### src/rtl/pinball_pkg.sv
// Shared definitions for the pinball collision path: source index map and the
// event arbiter state type.
package pinball_pkg;

    // Collision source indices; index 0 wins under fixed priority
    localparam int SRC_BORDER_BOTTOM = 0;
    localparam int SRC_OBST_BAD      = 1;
    localparam int SRC_OBST_GOOD     = 2;
    localparam int SRC_SPRING        = 3;
    localparam int SRC_FLIPPER       = 4;
    localparam int SRC_BORDER_TOP    = 5;
    localparam int SRC_BORDER_LEFT   = 6;
    localparam int SRC_BORDER_RIGHT  = 7;

    // Arbiter states: IDLE picks a pending source, ISSUE presents it until acked
    typedef enum logic [0:0] {
        ARB_IDLE  = 1'b0,
        ARB_ISSUE = 1'b1
    } arb_state_t;

endpackage

### src/rtl/event_priority_picker.sv
// Combinational picker: scans the request vector starting at i_start and
// wrapping around, returning the first set index. A start of 0 gives plain
// lowest-index priority.
module event_priority_picker #(
    parameter int NUM_SRC = 8,
    parameter int ID_W    = $clog2(NUM_SRC)
) (
    input  logic [NUM_SRC-1:0] i_req,
    input  logic [ID_W-1:0]    i_start,
    output logic               o_found,
    output logic [ID_W-1:0]    o_idx
);

    logic [ID_W:0]   w_sum;
    logic [ID_W-1:0] w_pos;

    // Wrap-around scan from the start position; first hit wins
    always_comb begin
        o_found = 1'b0;
        o_idx   = '0;
        w_sum   = '0;
        w_pos   = '0;
        for (int i = 0; i < NUM_SRC; i++) begin
            w_sum = {1'b0, i_start} + (ID_W+1)'(i);
            if (w_sum >= (ID_W+1)'(NUM_SRC)) begin
                w_sum = w_sum - (ID_W+1)'(NUM_SRC);
            end
            w_pos = w_sum[ID_W-1:0];
            if (!o_found && i_req[w_pos]) begin
                o_found = 1'b1;
                o_idx   = w_pos;
            end
        end
    end

endmodule

### src/rtl/collision_event_arbiter.sv
// Collision event arbiter: gathers per-pixel collision flags over a frame, arms
// them at startOfFrame, and serializes them to the game controller as single
// events under a valid/ack handshake. A per-source frame cooldown debounces a
// ball that stays in contact across frames.
//
// Handshake: eventValid rises only from IDLE and stays high with eventId stable
// until the cycle where eventValid && eventAck; that cycle is the transfer.
// eventAck without eventValid has no effect.
//
// Build option: define COLLISION_ROUND_ROBIN_EN for round-robin selection
// starting after the last accepted id; otherwise fixed lowest-index priority.
module collision_event_arbiter
    import pinball_pkg::*;
#(
    parameter int NUM_SRC         = 8,
    parameter int COOLDOWN_FRAMES = 4,
    parameter int CD_W            = 3
) (
    input  logic                         clk,
    input  logic                         reset,
    input  logic                         startOfFrame,
    input  logic                         pause,
    input  logic [NUM_SRC-1:0]           collisionReq,
    input  logic [NUM_SRC-1:0]           srcMask,
    output logic                         eventValid,
    output logic [$clog2(NUM_SRC)-1:0]   eventId,
    input  logic                         eventAck,
    output logic [$clog2(NUM_SRC):0]     pendingCount,
    output logic                         droppedEvent,
    output arb_state_t                   o_dbg_state
);

    localparam int ID_W  = $clog2(NUM_SRC);
    localparam int CNT_W = ID_W + 1;

    logic [NUM_SRC-1:0] r_frame_latch;
    logic [NUM_SRC-1:0] r_pending;
    logic [CD_W-1:0]    r_cd [NUM_SRC];
    logic               r_dropped;
    arb_state_t         r_state;
    logic [ID_W-1:0]    r_id;

    arb_state_t         w_state_next;
    logic [ID_W-1:0]    w_id_next;
    logic               w_ack;
    logic               w_arm_en;
    logic [NUM_SRC-1:0] w_cd_zero;
    logic [NUM_SRC-1:0] w_ack_onehot;
    logic [NUM_SRC-1:0] w_arm;
    logic               w_found;
    logic [ID_W-1:0]    w_pick;
    logic [ID_W-1:0]    w_start;
    logic [CNT_W-1:0]   w_count;

    assign w_ack    = eventValid && eventAck;
    assign w_arm_en = startOfFrame && !pause;

    // Arm vector: latched flags of enabled, cooled-down sources; a source acked
    // this same cycle is excluded because its cooldown is being reloaded
    always_comb begin
        w_ack_onehot = '0;
        if (w_ack) begin
            w_ack_onehot[r_id] = 1'b1;
        end
        for (int s = 0; s < NUM_SRC; s++) begin
            w_cd_zero[s] = (r_cd[s] == '0);
        end
        w_arm = w_arm_en ? (r_frame_latch & srcMask & w_cd_zero & ~w_ack_onehot) : '0;
    end

    // Frame latch: accumulates while running; the strobe cycle seeds a fresh frame
    always_ff @(posedge clk) begin
        if (reset) begin
            r_frame_latch <= '0;
        end else if (!pause) begin
            r_frame_latch <= startOfFrame ? collisionReq : (r_frame_latch | collisionReq);
        end
    end

    // Pending vector: set by arm, cleared by the handshake; re-arm of a pending bit merges
    always_ff @(posedge clk) begin
        if (reset) begin
            r_pending <= '0;
            r_dropped <= 1'b0;
        end else begin
            r_pending <= (r_pending & ~w_ack_onehot) | w_arm;
            r_dropped <= |(w_arm & r_pending);
        end
    end

    // Cooldowns: reload on accept, otherwise count down once per unpaused frame
    always_ff @(posedge clk) begin
        for (int s = 0; s < NUM_SRC; s++) begin
            if (reset) begin
                r_cd[s] <= '0;
            end else if (w_ack_onehot[s]) begin
                r_cd[s] <= CD_W'(COOLDOWN_FRAMES);
            end else if (w_arm_en && (r_cd[s] != '0)) begin
                r_cd[s] <= r_cd[s] - CD_W'(1);
            end
        end
    end

`ifdef COLLISION_ROUND_ROBIN_EN
    logic [ID_W-1:0] r_ptr;

    // Round-robin pointer moves past the id just accepted
    always_ff @(posedge clk) begin
        if (reset) begin
            r_ptr <= '0;
        end else if (w_ack) begin
            r_ptr <= (r_id == ID_W'(NUM_SRC - 1)) ? '0 : (r_id + ID_W'(1));
        end
    end

    assign w_start = r_ptr;
`else
    assign w_start = '0;
`endif

    event_priority_picker #(
        .NUM_SRC (NUM_SRC),
        .ID_W    (ID_W)
    ) u_picker (
        .i_req   (r_pending),
        .i_start (w_start),
        .o_found (w_found),
        .o_idx   (w_pick)
    );

    // FSM state and presented id registers
    always_ff @(posedge clk) begin
        if (reset) begin
            r_state <= ARB_IDLE;
            r_id    <= '0;
        end else begin
            r_state <= w_state_next;
            r_id    <= w_id_next;
        end
    end

    // FSM next state: pick in IDLE when not paused, hold in ISSUE until accepted
    always_comb begin
        w_state_next = r_state;
        w_id_next    = r_id;
        eventValid   = 1'b0;
        case (r_state)
            ARB_IDLE: begin
                if (w_found && !pause) begin
                    w_state_next = ARB_ISSUE;
                    w_id_next    = w_pick;
                end
            end
            ARB_ISSUE: begin
                eventValid = 1'b1;
                if (eventAck) begin
                    w_state_next = ARB_IDLE;
                end
            end
            default: begin
                w_state_next = ARB_IDLE;
            end
        endcase
    end

    // Pending count includes the event currently presented
    always_comb begin
        w_count = '0;
        for (int s = 0; s < NUM_SRC; s++) begin
            w_count = w_count + CNT_W'(r_pending[s]);
        end
    end

    assign pendingCount = w_count;
    assign eventId      = r_id;
    assign droppedEvent = r_dropped;
    assign o_dbg_state  = r_state;

endmodule

### config.mk
export PLATFORM = sky130hd
export DESIGN_NAME = collision_event_arbiter
export DESIGN_NICKNAME = d
export VERILOG_FILES = /design/src/rtl/pinball_pkg.sv /design/src/rtl/event_priority_picker.sv /design/src/rtl/collision_event_arbiter.sv
export SDC_FILE = /design/constraint.sdc
export NUM_CORES = 1
export LEC_CHECK = 0
export ABC_CLOCK_PERIOD_IN_PS = 3200
export BUFFER_PORTS_ARGS = -buffer_cell sky130_fd_sc_hd__buf_2
export CORE_ASPECT_RATIO = 0.8
export CORE_MARGIN = 3
export CORE_UTILIZATION = 53
export DETAILED_ROUTE_END_ITERATION = 10
export PLACE_DENSITY = 0.75
export SETUP_SLACK_MARGIN = 0.5
export SYNTH_ARGS = -nofsm -noshare
export SYNTH_HDL_FRONTEND = slang
export SYNTH_SLANG_ARGS = --single-unit
### constraint.sdc
create_clock -name clk -period 3.2 [get_ports clk]
set_clock_uncertainty 0.05 [all_clocks]
set_input_delay 0.64 -clock clk [delete_from_list [all_inputs] [get_ports clk]]
set_output_delay 0.64 -clock clk [all_outputs]
set_load 0.02 [all_outputs]
==> flow_summary.yaml, run 1 <==
setup_path:
  cp_common_cell: "inv_2"
  path_cells: "inv_2 > fa_1 > fa_1 > fa_1 > inv_2 > ha_4 > inv_2 > fa_2 > inv_2 > buf_6"
  critPathLaunchType: "register"
  path_class: "reg -> out"
  cpPeakStageDelay_ns: 0.55
  required_ns: 2.51
  arrival_ns: 3.03
  worstPathMaxFanout: 2
  crit_slowest_cell: "fa_1"
  end_kind: "output port"
detailed_routing:
  drtIter0Drc: 165
  vias_per_cell: 5.556
  remaining_drc_errors: 0
  ant_nets: 0
  vias: 2128
  routed_wl_um: 5881
  drt-pass1-iter-count: 4
  wire_per_inst_um: 15.36
synthesis:
  netlist_area_um2: 2671
  netlist-cell-type-count: 37
  yosysTopAreaCell: "edfxtp_1"
  yosys_register_bits: 45
  synthMostInstantiatedCell: "nor2_1"
  yosys-top-cells-count: "nor2_1 (45), inv_1 (31), edfxtp_1 (24)"
  syn_inst: 288
  ys_async_sr_fraction_pct: 0
  synth_nets: 334
  ys_seq_area_share_pct: 42.72
  yosys_warnings: 0
  synth_area_leaders: "edfxtp_1 (27%), dfxtp_1 (16%), ha_1 (9.8%)"
  ys.flop_type: "edfxtp_1"
  synth_edf_count: 24
  avgSynthCellArea_um2: 9.275
  synth_top_cell_area_share_pct: 26.98
timing:
  worst_pin_slew_ns: 0.6242
  relSlewSlack_pct: 58.39
  finalHoldViolCount: 0
  setup_viol: 4
  finalHoldWorstSlack_ns: 0.4350
  rsz0062_at_grt: "yes"
  finalMaxSlewViolations: 0
  finalWorstPathRequiredPeriod_ns: 3.721
  fin_ws_ns: -0.5212
  period_share_pct: 116.3
  fmax_ghz: 0.2687
placement:
  gp_congestion: 0.8310
  place_hpwl_um: 4363
  io_buffers: 30
  dp_cells: 373
  placedInstanceArea_um2: 2908
floorplan:
  die-area_um2: 5934
  die_x_um: 85.38
  die_h_um: 69.50
  core_area_um2: 4735
  io_pins: 31
  std_cell_rows: 22
  start_util_pct: 56.42
clocking:
  cts_buffer_depth: 2
  cts_sinks: 45
  clock_latency_ns: 0.29
  cts_tree: "done"
  cts_buffers: 5
  cts.clk_slew.worst_paths_ns: 0.08
  root_buffer: "clkbuf_8"
  cts_max_level: 2
  cts_hold_buf: 0
global_route:
  grt_first_pass_wirelength_um: 9756
  grt_use_met3_pct: 3.682
  grt_pass1_vias: 2057
  grt_use_met2_pct: 32.24
  track_usage_pct: 21.12
  grt_max_degree: 25
  grt_antenna_before_repair: 0
  grt_use_met1_pct: 29.66
  grt_overflow: 0
  grt_busiest_layer: "met2"
power_and_ir_drop:
  powerDensity_nw_per_um2: 376.5
  total_power_uw: 1149
  leakage_uw: 0.001297
  ir_drop_mv: 0.3198
final_layout:
  fin_area_um2: 3052
  nFillCells: 409
  syn_to_final_growth_pct: 14.24
  layout.nets: 369
  final_cells: 383
  insertedDiodeCount: 0
  drive_above_1_share_pct: 21.05
status:
  violations: "negative setup slack"
  status: "complete, but fails checks"
run:
  maxCapViolations: 0
worst_hold_path:
  hp-class: "reg -> reg"
==> critical path: cells and delay by family (launching register included) <==
| family | cells | cell delay, ns |
|---|---|---|
| buffers and inverters | 5 | 0.31 |
| adders and majority gates | 5 | 2.09 |
| DFF | 1 | 0.33 |
==> layout by cell type, fill, tap and decap left out, types with 2 or more instances in the layout <==
master / n
nand3_1: 10
ha_1: 20
edfxtp_1: 24
buf_4: 9
dfxtp_2: 2
inv_1: 27
mux2_2: 7
nor2_1: 45
a31oi_1: 3
buf_6: 5
o21a_1: 8
a21oi_1: 18
nor3_1: 6
and4_1: 4
nor4_1: 10
nand3b_1: 4
fa_1: 3
a21o_1: 2
inv_2: 4
nor2b_1: 10
a211oi_1: 3
clkbuf_8: 5
dfxtp_1: 19
nand2_1: 14
and2b_1: 4
buf_2: 26
nand2b_1: 7
o21ai_0: 7
==> per-stage QoR <==
stage / TNS [ns] / util, % / setup WS [ns]
after floorplan: -0.2116 / - / -0.1061
after global placement: -0.4743 / 61.42 / -0.2253
after detailed placement: -0.5504 / 61.42 / -0.2541
after CTS: -1.560 / 64.46 / -0.5134
after global routing: -1.919 / 64.46 / -0.6113
final: -1.603 / 64.46 / -0.5212
==> cell type report <==
cell class	count	area [um2]	area share, %
multi-input cells	200	1386	45.43
flip-flops and latches	45	1144	37.47
repair buffers	40	254.0	8.323
inverters	31	116.4	3.813
well taps	60	75.07	2.460
clock buffers	6	72.57	2.378
clock inverters	1	3.754	0.1230
==> state kept, by name, indices dropped and copies added (netlist names) <==
name / flops
droppedEvent: 1
eventId: 3
o_dbg_state: 1
r_cd: 24
r_frame_latch: 8
r_pending: 8
==> routing by layer <==
metal / routed length, um / vias up / part of all wire (%)
met5: 0 / - / 0
met4: 132 / 0 / 2.2
met3: 407 / 11 / 6.9
met2: 2715 / 73 / 46
met1: 2626 / 988 / 45
li1: - / 1056 / -
==> repair_timing <==
action | 4_1_cts | 5_1_grt
pin swaps | 1 | 0
gates resized for setup | 14 | 0
setup buffers | 3 | 0
endpoints found under the setup margin | 4 | 4
==> final timing paths <==
path | startpoint | slack (ns) | end | cells past startpoint
worst max-delay path | r_pending[0] | -0.52 | pendingCount[1] | 10
worst min-delay path | r_pending[6] | 0.44 | r_pending[6] | 1
worst max register to register | r_cd[1][6] | 1.30 | droppedEvent | 6
worst min register to register | r_pending[6] | 0.44 | r_pending[6] | 1
==> power breakdown <==
part | internal, uW | switching [uW] | total [uW]
sequential | 641 | 18.5 | 659
clock | 147 | 180 | 327
combinational | 67.7 | 95.1 | 163
total | 856 | 293 | 1150
==> cell families after synthesis <==
group                    share of synthesized area (%)
AO/OA/AOI/OAI                                    10.16
XOR/XNOR                                        0.3279
adder cells (fa/ha/maj)                          12.83
buffers and inverters                            6.885
flip-flops                                       42.72
multiplexers                                     3.326
AND/OR/NAND/NOR                                  23.75
Note: power is estimated with default switching activity, not from simulation.
==> inputs of run 2 (changes only) <==
--- a/config.mk
+++ b/config.mk
@@ -12,7 +12,7 @@
 export CORE_UTILIZATION = 53
 export DETAILED_ROUTE_END_ITERATION = 10
 export PLACE_DENSITY = 0.75
-export SETUP_SLACK_MARGIN = 0.5
+export SKIP_CTS_REPAIR_TIMING = 1
 export SYNTH_ARGS = -nofsm -noshare
 export SYNTH_HDL_FRONTEND = slang
 export SYNTH_SLANG_ARGS = --single-unit
==> run 2 against run 1 <==
Effect of this change:
- the flow still finishes with violations (negative setup slack)
- worst setup slack worse by 0.058 ns
- first-iteration DRC count down 28%
- highest routed layer unchanged
- non-clock buffer count down 1
- core utilization up 0.90 points
- via count down 0.19%
- worst hold slack worse by 0.00099 ns
- largest power group unchanged
- clock power up 56%
- sequential cell count unchanged
- global-route usage down 1.5 points
- power up 16%
- register-to-register slack better by 0.07 ns
==> flow_summary.yaml, run 2 (synthesis results as in run 1) <==
placement:
  place_hpwl_um: 4156
  dp_cells: 373
  place_worst_setup_slack_ns: -0.2728
  io_buffers: 30
  gp_congestion: 0.8871
clocking:
  cts_sinks: 45
  cts_max_level: 2
  root_buffer: "clkbuf_8"
  cts.clk_slew.worst_paths_ns: 0.09
  cts_tree: "done"
  cts_buffer_depth: 2
  clock_latency_ns: 0.30
  cts_buffers: 5
setup_path:
  required_ns: 2.51
  crit_slowest_cell: "fa_1"
  timing.rr.end: "r_cd[1][2]"
  critPathTopFamily: "adder cells"
  arrival_ns: 3.09
  rrSetupSlack_ns: 1.37
  cp_common_cell: "inv_2"
  worstPathMaxFanout: 2
  path_class: "reg -> out"
  path_cells: "inv_2 > fa_1 > fa_1 > fa_2 > inv_2 > ha_4 > inv_2 > fa_2 > inv_2 > buf_6"
  reg2reg_from: "o_dbg_state"
  critPathLaunchType: "register"
  worst-path-buf-inv: 5
  cpPeakStageDelay_ns: 0.57
  end_kind: "output port"
  r2r_cells: 4
global_route:
  grt_first_pass_wirelength_um: 9301
  grt_overflow: 0
  grt_max_degree: 33
  grt_antenna_before_repair: 0
  grt_pass1_vias: 2006
  track_usage_pct: 19.64
final_layout:
  layout_common_cells: "nor2_1 (45), inv_1 (26), buf_2 (26)"
  top_regs: "r_cd (24), r_frame_latch (8), r_pending (8)"
  final_cells: 383
  final_common_cell: "nor2_1"
  top_register: "r_cd"
  layout.nets: 368
  syn_to_final_growth_pct: 15.83
  insertedDiodeCount: 0
  drive_above_1_share_pct: 21.98
  largest_reg_flops: 24
  final_util_pct: 65.35
worst_hold_path:
  hp-class: "reg -> reg"
  hold_depth: 2
  hold_end: "r_frame_latch[4]"
  hp-start: "r_frame_latch[4]"
power_and_ir_drop:
  pwr-share-clk_pct: 38.4
  ir_drop_mv: 0.2890
  p_int_uw: 1018
  seqPwrFrac_pct: 49.5
  switching_share_pct: 23.45
  leakage_uw: 0.001319
  powerDensity_nw_per_um2: 430.0
  switchingPower_uw: 312.0
  power_frac_comb_pct: 12.1
detailed_routing:
  wire_per_inst_um: 14.57
  drtIter0Drc: 118
  ant_nets: 0
  vias: 2124
  routed_wl_um: 5582
  vias_per_cell: 5.546
  remaining_drc_errors: 0
  drt-pass1-iter-count: 4
floorplan:
  die_x_um: 85.38
  die_h_um: 69.50
  start_util_pct: 56.42
  io_pins: 31
  core_area_um2: 4735
  std_cell_rows: 22
  die-area_um2: 5934
timing:
  relSlewSlack_pct: 58.80
  rsz0062_at_grt: "yes"
  finalWorstPathRequiredPeriod_ns: 3.779
  setup_viol: 4
  worst_pin_slew_ns: 0.6180
  fmax_ghz: 0.2646
  fin_ws_ns: -0.5789
  finalHoldViolCount: 0
  finalMaxSlewViolations: 0
  period_share_pct: 118.1
status:
  violations: "negative setup slack"
  status: "complete, but fails checks"
run:
  maxCapViolations: 0
[run 2: changes by cell type in the layout (fill, tap and decap cells not counted)]
| cell | previous run | this run |
|---|---|---|
| buf_4 | 9 | 10 |
| clkinv_1 | 1 | 0 |
| inv_2 | 4 | 5 |
| bufinv_16 | 0 | 2 |
| inv_1 | 27 | 26 |
| buf_6 | 5 | 3 |
| fa_1 | 3 | 2 |
| fa_2 | 1 | 2 |
| nor2b_1 | 10 | 11 |
| nor2b_2 | 1 | 0 |
| clkinv_2 | 0 | 1 |
| clkbuf_1 | 1 | 0 |
[run 2: final cells by class]
class / count / area (um2)
sequential: 45 / 1144
timing repair buffer: 39 / 239.0
fill: 400 / 1640
inverter: 31 / 116.4
tap: 60 / 75.07
clock inverter: 3 / 65.06
multi-input combinational: 200 / 1386
clock buffer: 5 / 68.82
[run 2: worst max path at each step]
| stage | slack, ns | end | cells past startpoint | start |
|---|---|---|---|---|
| 2_1_floorplan | -0.11 | pendingCount[1] | 9 | r_pending[0] |
| 3_3_place_gp | -0.27 | pendingCount[2] | 10 | r_pending[0] |
| 3_5_place_dp | -0.27 | pendingCount[2] | 10 | r_pending[0] |
| 4_1_cts | -0.63 | pendingCount[2] | 10 | r_pending[0] |
| 5_1_grt | -0.65 | pendingCount[2] | 10 | r_pending[0] |
| 6_report | -0.58 | pendingCount[1] | 10 | r_pending[0] |
[run 2: power groups by stage]
stage          combinational (uW)  sequential, uW  clock (uW)
2_1_floorplan                 118             667           0
3_3_place_gp                  153             670           0
3_5_place_dp                  159             671           0
4_1_cts                       160             658         513
5_1_grt                       184             662         541
6_report                      161             658         511
[run 2: per-stage QoR]
| stage | total power, uW | cell area [um2] | setup TNS (ns) | hold WS (ns) |
|---|---|---|---|---|
| 6_report | 1330 | 3094 | -1.543 | 0.4340 |
| 5_1_grt | 1386 | 3094 | -1.806 | 0.4689 |
| 4_1_cts | 1330 | 3039 | -1.673 | 0.4425 |
| 3_5_place_dp | 830.5 | 2905 | -0.5369 | 0.4219 |
| 3_3_place_gp | 822.7 | 2905 | -0.5351 | 0.3994 |
| 2_1_floorplan | 785.2 | 2695 | -0.2116 | 0.3904 |
[run 2: worst reg2reg max path: stages, from the launching register on]
cell     delay (ns)
dfxtp_1        0.48
nand3_1        0.18
nor3_1         0.45
nor2_1         0.12
o21ai_0        0.21
[run 2: metal layers]
metal	GRT usage, %	up-vias	routed length (um)
met5	0	-	0
met4	7.206	0	81
met3	3.325	9	419
met2	28.97	76	2439
met1	28.82	982	2642
li1	-	1057	-
==> inputs of run 3 (changes only) <==
--- a/config.mk
+++ b/config.mk
@@ -9,9 +9,10 @@
 export BUFFER_PORTS_ARGS = -buffer_cell sky130_fd_sc_hd__buf_2
 export CORE_ASPECT_RATIO = 0.8
 export CORE_MARGIN = 3
-export CORE_UTILIZATION = 53
+export CORE_UTILIZATION = 55
+export CTS_BUF_LIST = sky130_fd_sc_hd__clkbuf_4 sky130_fd_sc_hd__clkbuf_8
 export DETAILED_ROUTE_END_ITERATION = 10
-export PLACE_DENSITY = 0.75
+export PLACE_DENSITY = 0.78
 export SKIP_CTS_REPAIR_TIMING = 1
 export SYNTH_ARGS = -nofsm -noshare
 export SYNTH_HDL_FRONTEND = slang
==> run 3 against run 2 <==
Effect of this change:
- the flow still finishes with violations (negative setup slack)
- global-route usage grew 1.2 points
- worst setup slack improved by 0.021 ns
- combinational power barely moved
- wire length grew 1.7%
- first-iteration DRC count grew 6.8%
- sequential cell count did not move
- via count is 1.3% lower
- worst hold slack got worse by 0.0047 ns
- cell area is 1.9% lower
- sequential power is essentially flat
- largest cell class unchanged
==> flow_summary.yaml, run 3 (synthesis results as in run 1) <==
status:
  status: "complete, but fails checks"
  violations: "negative setup slack"
detailed_routing:
  drtIter0Drc: 126
  ant_nets: 0
  drt-pass1-iter-count: 4
  wire_per_inst_um: 14.87
  vias: 2097
  vias_per_cell: 5.490
  remaining_drc_errors: 0
  routed_wl_um: 5679
placement:
  gp_congestion: 0.7786
  dp_cells: 373
  place_worst_setup_slack_ns: -0.2392
  place_hpwl_um: 4191
  io_buffers: 30
  placedInstanceArea_um2: 2905
setup_path:
  cp_common_cell: "inv_2"
  reg2reg_from: "r_cd[0][0]"
  timing.rr.end: "droppedEvent"
  worstPathMaxFanout: 2
  cpPeakStageDelay_ns: 0.55
  end_kind: "output port"
  r2r_cells: 7
  critPathLaunchType: "register"
  path_cells: "inv_2 > fa_1 > fa_1 > fa_1 > inv_2 > ha_4 > inv_2 > fa_2 > inv_2 > buf_6"
  required_ns: 2.51
  crit_slowest_cell: "fa_1"
  arrival_ns: 3.07
  rrSetupSlack_ns: 1.34
  path_class: "reg -> out"
timing:
  fin_ws_ns: -0.5574
  relSlewSlack_pct: 57.34
  setup_viol: 4
  finalMaxSlewViolations: 0
  finalHoldViolCount: 0
  period_share_pct: 117.4
  fmax_ghz: 0.2661
  fin_tns_setup_ns: -1.504
  finalWorstPathRequiredPeriod_ns: 3.757
  rsz0062_at_grt: "yes"
  worst_pin_slew_ns: 0.6399
clocking:
  cts_sinks: 45
  cts.clk_slew.worst_paths_ns: 0.09
  cts_max_level: 2
  clock_latency_ns: 0.30
  cts_buffers: 5
  cts_buffer_depth: 2
  cts_tree: "done"
  root_buffer: "clkbuf_8"
floorplan:
  io_pins: 31
  std_cell_rows: 22
  core_area_um2: 4624
  die_h_um: 68.34
  die_x_um: 83.92
  die-area_um2: 5734
  start_util_pct: 57.77
power_and_ir_drop:
  powerDensity_nw_per_um2: 386.6
  pwr-share-clk_pct: 30.1
  power_frac_comb_pct: 13.8
  ir_drop_mv: 0.3723
  switchingPower_uw: 315.2
  switching_share_pct: 26.84
  p_int_uw: 858.9
  leakage_uw: 0.001289
  seqPwrFrac_pct: 56.1
run:
  maxCapViolations: 0
final_layout:
  fin_area_um2: 3037
  layout.nets: 367
  top_register: "r_cd"
  final_util_pct: 65.67
  final_cells: 382
  top_regs: "r_cd (24), r_frame_latch (8), r_pending (8)"
  layout_common_cells: "nor2_1 (45), inv_1 (27), buf_2 (26)"
  nFillCells: 405
  syn_to_final_growth_pct: 13.68
  final_common_cell: "nor2_1"
  insertedDiodeCount: 0
  largest_reg_flops: 24
  drive_above_1_share_pct: 21.12
worst_hold_path:
  hp-start: "r_pending[6]"
  hp-class: "reg -> reg"
  hold_end: "r_pending[6]"
  hold_depth: 1
global_route:
  track_usage_pct: 20.85
  grt_max_degree: 33
  grt_antenna_before_repair: 0
  grt_pass1_vias: 2021
  grt_first_pass_wirelength_um: 9232
  grt_overflow: 0
==> run 3: cell count changes in the layout (fill, tap and decap cells not counted) <==
| cell | before | now |
|---|---|---|
| bufinv_16 | 2 | 0 |
| fa_2 | 2 | 1 |
| clkinvlp_4 | 0 | 1 |
| fa_1 | 2 | 3 |
| inv_1 | 26 | 27 |
| inv_2 | 5 | 4 |
| buf_4 | 10 | 9 |
| clkinv_2 | 1 | 2 |
==> run 3: worst max path at each step <==
stage                       from              end  slack [ns]  cells after the start
CTS                 r_pending[0]  pendingCount[1]       -0.62                     10
detailed placement  r_pending[0]  pendingCount[1]       -0.24                     10
floorplan           r_pending[0]  pendingCount[1]       -0.11                      9
global placement    r_pending[0]  pendingCount[2]       -0.25                     10
finish              r_pending[0]  pendingCount[1]       -0.56                     10
global route        r_pending[0]  pendingCount[2]       -0.70                     10
==> run 3: worst max-delay path: cells and delay by family (launching register included) <==
kind,cells,cell delay (ns)
buffers and inverters,5,0.32
adders and majority gates,5,2.10
DFF,1,0.34
==> run 3: per-stage QoR <==
stage	hold WS, ns	power, uW
6_report	0.4293	1174
5_1_grt	0.4522	1223
4_1_cts	0.4296	1176
3_5_place_dp	0.4083	831.2
3_3_place_gp	0.3993	821.4
2_1_floorplan	0.3904	785.2
==> run 3: cell type report <==
type | count | area, um2 | area share (%)
clock buffers | 5 | 68.82 | 2.266
repair buffers | 38 | 231.5 | 7.623
well taps | 60 | 75.07 | 2.472
multi-input cells | 200 | 1384 | 45.57
flip-flops and latches | 45 | 1144 | 37.66
inverters | 31 | 116.4 | 3.832
clock inverters | 3 | 17.52 | 0.5768
==> run 3: power groups by stage <==
stage / registers [uW] / logic, uW / clock network, uW
6_report: 659 / 162 / 353
4_1_cts: 659 / 160 / 357
3_5_place_dp: 673 / 159 / 0
3_3_place_gp: 670 / 151 / 0
2_1_floorplan: 667 / 118 / 0
5_1_grt: 663 / 185 / 375
==> run 3: routing by layer <==
layer  track usage (%)  up-vias  wire length (um)
met2             34.82       57              2582
li1                  -     1046                 -
met5                 0        -                 0
met4             8.032        0                99
met3             3.730        9               290
met1             27.48      985              2708
